[config.mk]
export PLATFORM = sky130hd
export DESIGN_NAME = vita49_pack_sched_flat
export DESIGN_NICKNAME = d
export VERILOG_FILES = /design/src/rtl/vita49_pack_sched_if.sv /design/src/rtl/vita49_pack_sched.sv /design/src/flat_wrapper.sv
export SDC_FILE = /design/constraint.sdc
export NUM_CORES = 1
export LEC_CHECK = 0
export BUFFER_PORTS_ARGS = -buffer_cell sky130_fd_sc_hd__buf_2
export CAP_MARGIN = 20
export CORE_ASPECT_RATIO = 0.7
export CORE_MARGIN = 3
export CORE_UTILIZATION = 49
export DETAILED_ROUTE_END_ITERATION = 12
export PLACE_DENSITY = 0.85
export SYNTH_ARGS = -nofsm -noshare
export SYNTH_HDL_FRONTEND = slang
export SYNTH_SLANG_ARGS = --single-unit
[constraint.sdc]
create_clock -name AXIS_ACLK -period 2.5 [get_ports AXIS_ACLK]
set_input_delay 0.25 -clock AXIS_ACLK [delete_from_list [all_inputs] [get_ports AXIS_ACLK]]
set_output_delay 0.25 -clock AXIS_ACLK [all_outputs]
set_load 0.01 [all_outputs]
[src/rtl/vita49_pack_sched_if.sv]
// rtl/vita49_pack_sched_if.sv - monitor taps of the packer master AXI-Stream handshake
interface vita49_pack_sched_if;
  logic pkt_tvalid;
  logic pkt_tready;
  logic pkt_tlast;

  modport master (output pkt_tvalid, output pkt_tready, output pkt_tlast);
  modport slave  (input  pkt_tvalid, input  pkt_tready, input  pkt_tlast);
endinterface

[src/rtl/vita49_pack_sched.sv]
// rtl/vita49_pack_sched.sv - timed-start burst scheduler for the VITA-49 packer
module vita49_pack_sched #(
  parameter int FLUSH_CYCLES = 4
) (
  input  logic                     AXIS_ACLK,
  input  logic                     AXIS_ARESET,
  input  logic [31:0]              sched_ctrl,
  input  logic [31:0]              start_sec,
  input  logic [63:0]              start_fsec,
  input  logic [15:0]              num_pkts,
  input  logic [31:0]              timestamp_sec,
  input  logic [63:0]              timestamp_fsec,
  vita49_pack_sched_if.slave       pkt,
  output logic [31:0]              pack_ctrl,
  output logic                     src_en,
  output logic [31:0]              sched_status,
  output logic                     done_pulse
);

  localparam int FCW = (FLUSH_CYCLES > 1) ? $clog2(FLUSH_CYCLES) : 1;

  typedef enum logic [2:0] {
    S_IDLE  = 3'd0,
    S_ARMED = 3'd1,
    S_RUN   = 3'd2,
    S_FLUSH = 3'd3,
    S_DONE  = 3'd4
  } state_t;

  state_t      state;

  logic        arm_r, abort_r, pass_r, trl_r, arm_prev, arm_edge_r;
  logic [31:0] start_sec_r, ts_sec_r, start_sec_c;
  logic [63:0] start_fsec_r, ts_fsec_r, start_fsec_c;
  logic [15:0] num_pkts_r, num_c, pkt_cnt;
  logic        pass_c, trl_c;
  logic        ts_hit, armed_wait, first_cmp;
  logic [FCW-1:0] flush_cnt;
  logic        done_b, aborted_b, late_b;
  logic        start_o, reset_o;

  logic        beat;
  logic [15:0] cnt_inc;
  logic        unused_ctrl;

  assign beat        = pkt.pkt_tvalid & pkt.pkt_tready & pkt.pkt_tlast;
  assign cnt_inc     = pkt_cnt + 16'd1;
  assign unused_ctrl = ^sched_ctrl[31:4];

  assign pack_ctrl    = {28'd0, trl_c, pass_c, reset_o, start_o};
  assign sched_status = {pkt_cnt, 8'd0, 2'b00, late_b, aborted_b, done_b, state};

  always_ff @(posedge AXIS_ACLK) begin
    if (AXIS_ARESET) begin
      state        <= S_IDLE;
      arm_r        <= 1'b0;
      abort_r      <= 1'b0;
      pass_r       <= 1'b0;
      trl_r        <= 1'b0;
      arm_prev     <= 1'b0;
      arm_edge_r   <= 1'b0;
      start_sec_r  <= '0;
      start_fsec_r <= '0;
      num_pkts_r   <= '0;
      ts_sec_r     <= '0;
      ts_fsec_r    <= '0;
      start_sec_c  <= '0;
      start_fsec_c <= '0;
      num_c        <= '0;
      pass_c       <= 1'b0;
      trl_c        <= 1'b0;
      ts_hit       <= 1'b0;
      armed_wait   <= 1'b0;
      first_cmp    <= 1'b0;
      flush_cnt    <= '0;
      pkt_cnt      <= '0;
      done_b       <= 1'b0;
      aborted_b    <= 1'b0;
      late_b       <= 1'b0;
      start_o      <= 1'b0;
      reset_o      <= 1'b0;
      src_en       <= 1'b0;
      done_pulse   <= 1'b0;
    end else begin
      arm_r        <= sched_ctrl[0];
      abort_r      <= sched_ctrl[1];
      pass_r       <= sched_ctrl[2];
      trl_r        <= sched_ctrl[3];
      start_sec_r  <= start_sec;
      start_fsec_r <= start_fsec;
      num_pkts_r   <= num_pkts;
      ts_sec_r     <= timestamp_sec;
      ts_fsec_r    <= timestamp_fsec;
      arm_prev     <= arm_r;
      arm_edge_r   <= arm_r & ~arm_prev;
      ts_hit       <= ({ts_sec_r, ts_fsec_r} >= {start_sec_c, start_fsec_c});
      done_pulse   <= 1'b0;

      case (state)
        S_IDLE: begin
          if (arm_edge_r) begin
            start_sec_c  <= start_sec_r;
            start_fsec_c <= start_fsec_r;
            num_c        <= num_pkts_r;
            pass_c       <= pass_r;
            trl_c        <= trl_r;
            done_b       <= 1'b0;
            aborted_b    <= 1'b0;
            late_b       <= 1'b0;
            pkt_cnt      <= '0;
            armed_wait   <= 1'b1;
            first_cmp    <= 1'b1;
            state        <= S_ARMED;
          end
        end

        S_ARMED: begin
          // ts_hit lags the capture by one cycle, so the first cycle here is stale.
          if (abort_r) begin
            aborted_b <= 1'b1;
            reset_o   <= 1'b1;
            flush_cnt <= '0;
            state     <= S_FLUSH;
          end else if (armed_wait) begin
            armed_wait <= 1'b0;
          end else if (ts_hit) begin
            late_b  <= first_cmp;
            start_o <= 1'b1;
            src_en  <= 1'b1;
            state   <= S_RUN;
          end else begin
            first_cmp <= 1'b0;
          end
        end

        S_RUN: begin
          if (beat) begin
            pkt_cnt <= cnt_inc;
          end
          // Completion takes priority over a coincident abort.
          if ((beat && (num_c != 16'd0) && (cnt_inc == num_c)) || abort_r) begin
            if (!(beat && (num_c != 16'd0) && (cnt_inc == num_c))) begin
              aborted_b <= 1'b1;
            end
            start_o   <= 1'b0;
            src_en    <= 1'b0;
            reset_o   <= 1'b1;
            flush_cnt <= '0;
            state     <= S_FLUSH;
          end
        end

        S_FLUSH: begin
          if (flush_cnt == FCW'(FLUSH_CYCLES - 1)) begin
            reset_o    <= 1'b0;
            done_b     <= 1'b1;
            done_pulse <= 1'b1;
            state      <= S_DONE;
          end else begin
            flush_cnt <= flush_cnt + 1'b1;
          end
        end

        S_DONE: begin
          state <= S_IDLE;
        end

        default: begin
          state <= S_IDLE;
        end
      endcase
    end
  end

endmodule

[src/flat_wrapper.sv]
// flat-port wrapper written by rule: the top's interface ports become plain ports
module vita49_pack_sched_flat 
#(
  parameter int FLUSH_CYCLES = 4
)
  (AXIS_ACLK, AXIS_ARESET, sched_ctrl, start_sec, start_fsec, num_pkts, timestamp_sec, timestamp_fsec, pack_ctrl, src_en, sched_status, done_pulse, pkt_pkt_tvalid, pkt_pkt_tready, pkt_pkt_tlast);
  vita49_pack_sched_if pkt_i ();
  input  logic AXIS_ACLK;
  input  logic AXIS_ARESET;
  input  logic [31:0] sched_ctrl;
  input  logic [31:0] start_sec;
  input  logic [63:0] start_fsec;
  input  logic [15:0] num_pkts;
  input  logic [31:0] timestamp_sec;
  input  logic [63:0] timestamp_fsec;
  output logic [31:0] pack_ctrl;
  output logic src_en;
  output logic [31:0] sched_status;
  output logic done_pulse;
  input wire logic [$bits(pkt_i.pkt_tvalid)-1:0] pkt_pkt_tvalid;
  input wire logic [$bits(pkt_i.pkt_tready)-1:0] pkt_pkt_tready;
  input wire logic [$bits(pkt_i.pkt_tlast)-1:0] pkt_pkt_tlast;
  assign pkt_i.pkt_tvalid = pkt_pkt_tvalid;
  assign pkt_i.pkt_tready = pkt_pkt_tready;
  assign pkt_i.pkt_tlast = pkt_pkt_tlast;
  vita49_pack_sched #(.FLUSH_CYCLES(FLUSH_CYCLES)) u_core (.AXIS_ACLK(AXIS_ACLK), .AXIS_ARESET(AXIS_ARESET), .sched_ctrl(sched_ctrl), .start_sec(start_sec), .start_fsec(start_fsec), .num_pkts(num_pkts), .timestamp_sec(timestamp_sec), .timestamp_fsec(timestamp_fsec), .pkt(pkt_i), .pack_ctrl(pack_ctrl), .src_en(src_en), .sched_status(sched_status), .done_pulse(done_pulse));
endmodule
==> impl_metrics.env <==
export IMPL_status="complete, no violations"
export IMPL_final_common_cell="dfxtp_1"
export IMPL_worstMarginPinSlew_ns=0.746
export IMPL_grt_overflow_total=0
export IMPL_antenna_found_initial=4
export IMPL_path_cells="inv_1 -> ha_1 -> a211oi_2 -> o21bai_1 -> a211oi_2 -> o21ai_2 -> nor4_2 -> o211ai_1 -> a221oi_2 -> o21ai_1"
export IMPL_synth_ff_type="dfxtp_1"
export IMPL_reg2reg_slack_ns=0.04
export IMPL_cts_tree="built"
export IMPL_pre_cts_ws_ns=-0.325
export IMPL_worstHoldStart="timestamp_sec[15]"
export IMPL_clk_latency_ns=0.52
export IMPL_ys_seq_elements=358
export IMPL_wl_per_cell_um=17.3
export IMPL_layout_drive_gt1_share=0.181
export IMPL_critical_path_top_delay_family="compound AO/OA/AOI/OAI gates"
export IMPL_initial_utilization=0.508
export IMPL_setup_slack_ns=0.0428
export IMPL_vdd_drop_max_mv=0.533
export IMPL_ys_seq_area_frac=0.497
export IMPL_track_usage=0.263
export IMPL_timing_rr_end="u_core.ts_hit"
export IMPL_min_period_ns=2.46
export IMPL_rsz0062_at_grt="yes"
export IMPL_nets=2395
export IMPL_setup_violations=0
export IMPL_ant_nets=0
export IMPL_coreArea_um2=28400
export IMPL_die_height_um=150
export IMPL_ios=311
export IMPL_fin_cells=2454
export IMPL_critPathLaunchType="flop"
export IMPL_die_w_um=211
export IMPL_globalplace_congestion=0.927
export IMPL_final_area_um2=19400
export IMPL_first_pass_iters=5
export IMPL_wirelength_mm=42.6
export IMPL_power_leakage_nw=8.06
export IMPL_grt_pass1_wl_mm=66.2
export IMPL_syn_area_per_cell_um2=8.93
export IMPL_htree_levels=2
export IMPL_areaGrowthSynthToFinish_pct=34.2
export IMPL_reg2reg_from="u_core.start_fsec_c[49]"
export IMPL_max_stage_delay_ns=0.36
export IMPL_numPlacedInstances=2182
export IMPL_cts_buffer_depth=3
export IMPL_maxCapViolations=0
export IMPL_routed_via_density=5.14
export IMPL_power_density_nw_per_um2=682
export IMPL_crit_arrival_ns=2.86
export IMPL_hold_class="primary input to flop"
export IMPL_grt_max_degree=118
export IMPL_slew_viol_final=0
export IMPL_synthArstFlopShare=0
export IMPL_dpl_cell_area_um2=16000
export IMPL_clk_pin_slew_ns=0.07
export IMPL_syn_inst=1616
export IMPL_synth_edf_count=0
export IMPL_grt_pass1_vias=12900
export IMPL_crit_required_ns=2.90
export IMPL_p_total_w=0.0132
export IMPL_period_share=0.983
export IMPL_fmax_mhz=407
export IMPL_clock_skew_ns=0.0246
export IMPL_vias=12600
export IMPL_cp_end_kind="flop"
export IMPL_critPathBufInv=1
export IMPL_reg2reg_depth=10
export IMPL_cts_sinks=358
export IMPL_slew_limit_headroom=0.502
export IMPL_crit_fanout=2
export IMPL_hold_end="u_core.ts_sec_r[15]"
export IMPL_dieArea_um2=31600
export IMPL_cts_buffers_inserted=35
export IMPL_finalHoldViolCount=0
export IMPL_drt_iter0_drc=937
export IMPL_synth_area_um2=14400
export IMPL_min_path_cells=2
export IMPL_row_count=51
export IMPL_port_buffers=244
export IMPL_slowest_stage="dfxtp_1"
export IMPL_root_buffer="clkbuf_16"
export IMPL_hold_ws_ns=0.0220
export IMPL_drc=0
export IMPL_hpwlAfterDp_mm=25.1
export IMPL_ys_types=60
export IMPL_setup_worst_path_class="flop to flop"
export IMPL_layout_common_cells="dfxtp_1, nand2_1, buf_2"
export IMPL_yosys_warnings=0
export IMPL_cpMostUsedCell="a211oi_2"
==> flip-flops by register name, summed over array words and instances, names as in the netlist, 2 cells and up <==
register and count:
u_core.start_sec_c 32, u_core.pkt_cnt 16, u_core.start_sec_r 32, u_core.flush_cnt 2, u_core.start_fsec_r 64, u_core.num_pkts_r 16
u_core.num_c 16, u_core.ts_fsec_r 64, u_core.start_fsec_c 64, u_core.ts_sec_r 32, u_core.state 3
==> synthesized netlist by cell type, types with 3 or more instances <==
master    instances  area share
a311oi_1          3      0.0018
and2_1            4      0.0017
nor2_1           35      0.0091
nand4_1          27       0.012
o211ai_1          3      0.0016
nand2b_1          6      0.0026
a21o_1           28       0.015
nor3_1           12      0.0042
xnor2_1          15      0.0091
clkbuf_1         73       0.019
dfxtp_1         358        0.50
nand2_1         273       0.071
and3_1            6      0.0026
a211oi_1          7      0.0036
a221oi_1          4      0.0024
a31oi_1           8      0.0035
buf_4            49       0.025
inv_1           103       0.027
nor4_1           14      0.0061
and4_1            5      0.0030
nor2b_1         220       0.095
xor2_1            3      0.0018
buf_2             6      0.0021
nand3_1          15      0.0052
o21ai_0          24      0.0083
a21oi_1         171       0.059
ha_1             98       0.085
o21ai_1           4      0.0014
==> power breakdown <==
group          leakage (nW)  total (W)  internal (W)  switching [W]
Sequential             2.95    0.00606       0.00595       0.000110
Clock                 0.615    0.00566       0.00342        0.00224
Combinational          4.50    0.00148      0.000721       0.000759
==> cell families after synthesis <==
kind of cell | count (synthesis) | share of synthesized area
AND/OR/NAND/NOR | 633 | 0.223
flip-flops | 358 | 0.497
AO/OA/AOI/OAI | 273 | 0.109
buffers and inverters | 234 | 0.0741
adder cells (fa/ha/maj) | 98 | 0.0850
XOR/XNOR | 18 | 0.0109
other | 1 | 0.000260
multiplexers | 1 | 0.000694
==> worst max-delay path by stage <==
stage                       endpoint  slack (ns)                    start  depth (start not counted)
global route        u_core.aborted_b       -0.09        u_core.pkt_cnt[0]                          9
global placement       u_core.ts_hit       -0.22  u_core.start_fsec_c[21]                         10
floorplan           u_core.aborted_b        0.13        u_core.pkt_cnt[0]                         11
detailed placement     u_core.ts_hit       -0.33  u_core.start_fsec_c[21]                         10
CTS                  u_core.state[0]       0.009        u_core.pkt_cnt[0]                         10
finish                 u_core.ts_hit        0.04  u_core.start_fsec_c[49]                         10
==> per-layer routing <==
| layer | global-route usage | share of wire |
|---|---|---|
| met1 | 0.333 | 0.42 |
| met2 | 0.447 | 0.47 |
| met3 | 0.0505 | 0.071 |
| met4 | 0.101 | 0.035 |
| met5 | 0 | 0 |
==> timing repair <==
action	CTS	global route
pin swaps	1	11
endpoints found under the hold margin	202	0
setup buffers	0	2
endpoints found under the setup margin	1	24
gates resized for setup	4	19
hold buffers	202	0
==> layout make-up <==
class | count | area, µm²
inverter | 104 | 390
sequential | 358 | 7180
multi-input combinational | 1061 | 6430
clock inverter | 13 | 209
timing repair buffer | 492 | 3640
antenna | 4 | 10.0
tap | 371 | 464
fill | 1982 | 9040
clock buffer | 51 | 1040
==> stage by stage <==
step / setup TNS [ns] / utilization
after floorplan: 0 / -
after detailed placement: -0.325 / 0.563
after global routing: -0.160 / 0.682
final: 0 / 0.682
after CTS: 0 / 0.679
after global placement: -0.223 / 0.563
Power figures use the tool's default switching activity.
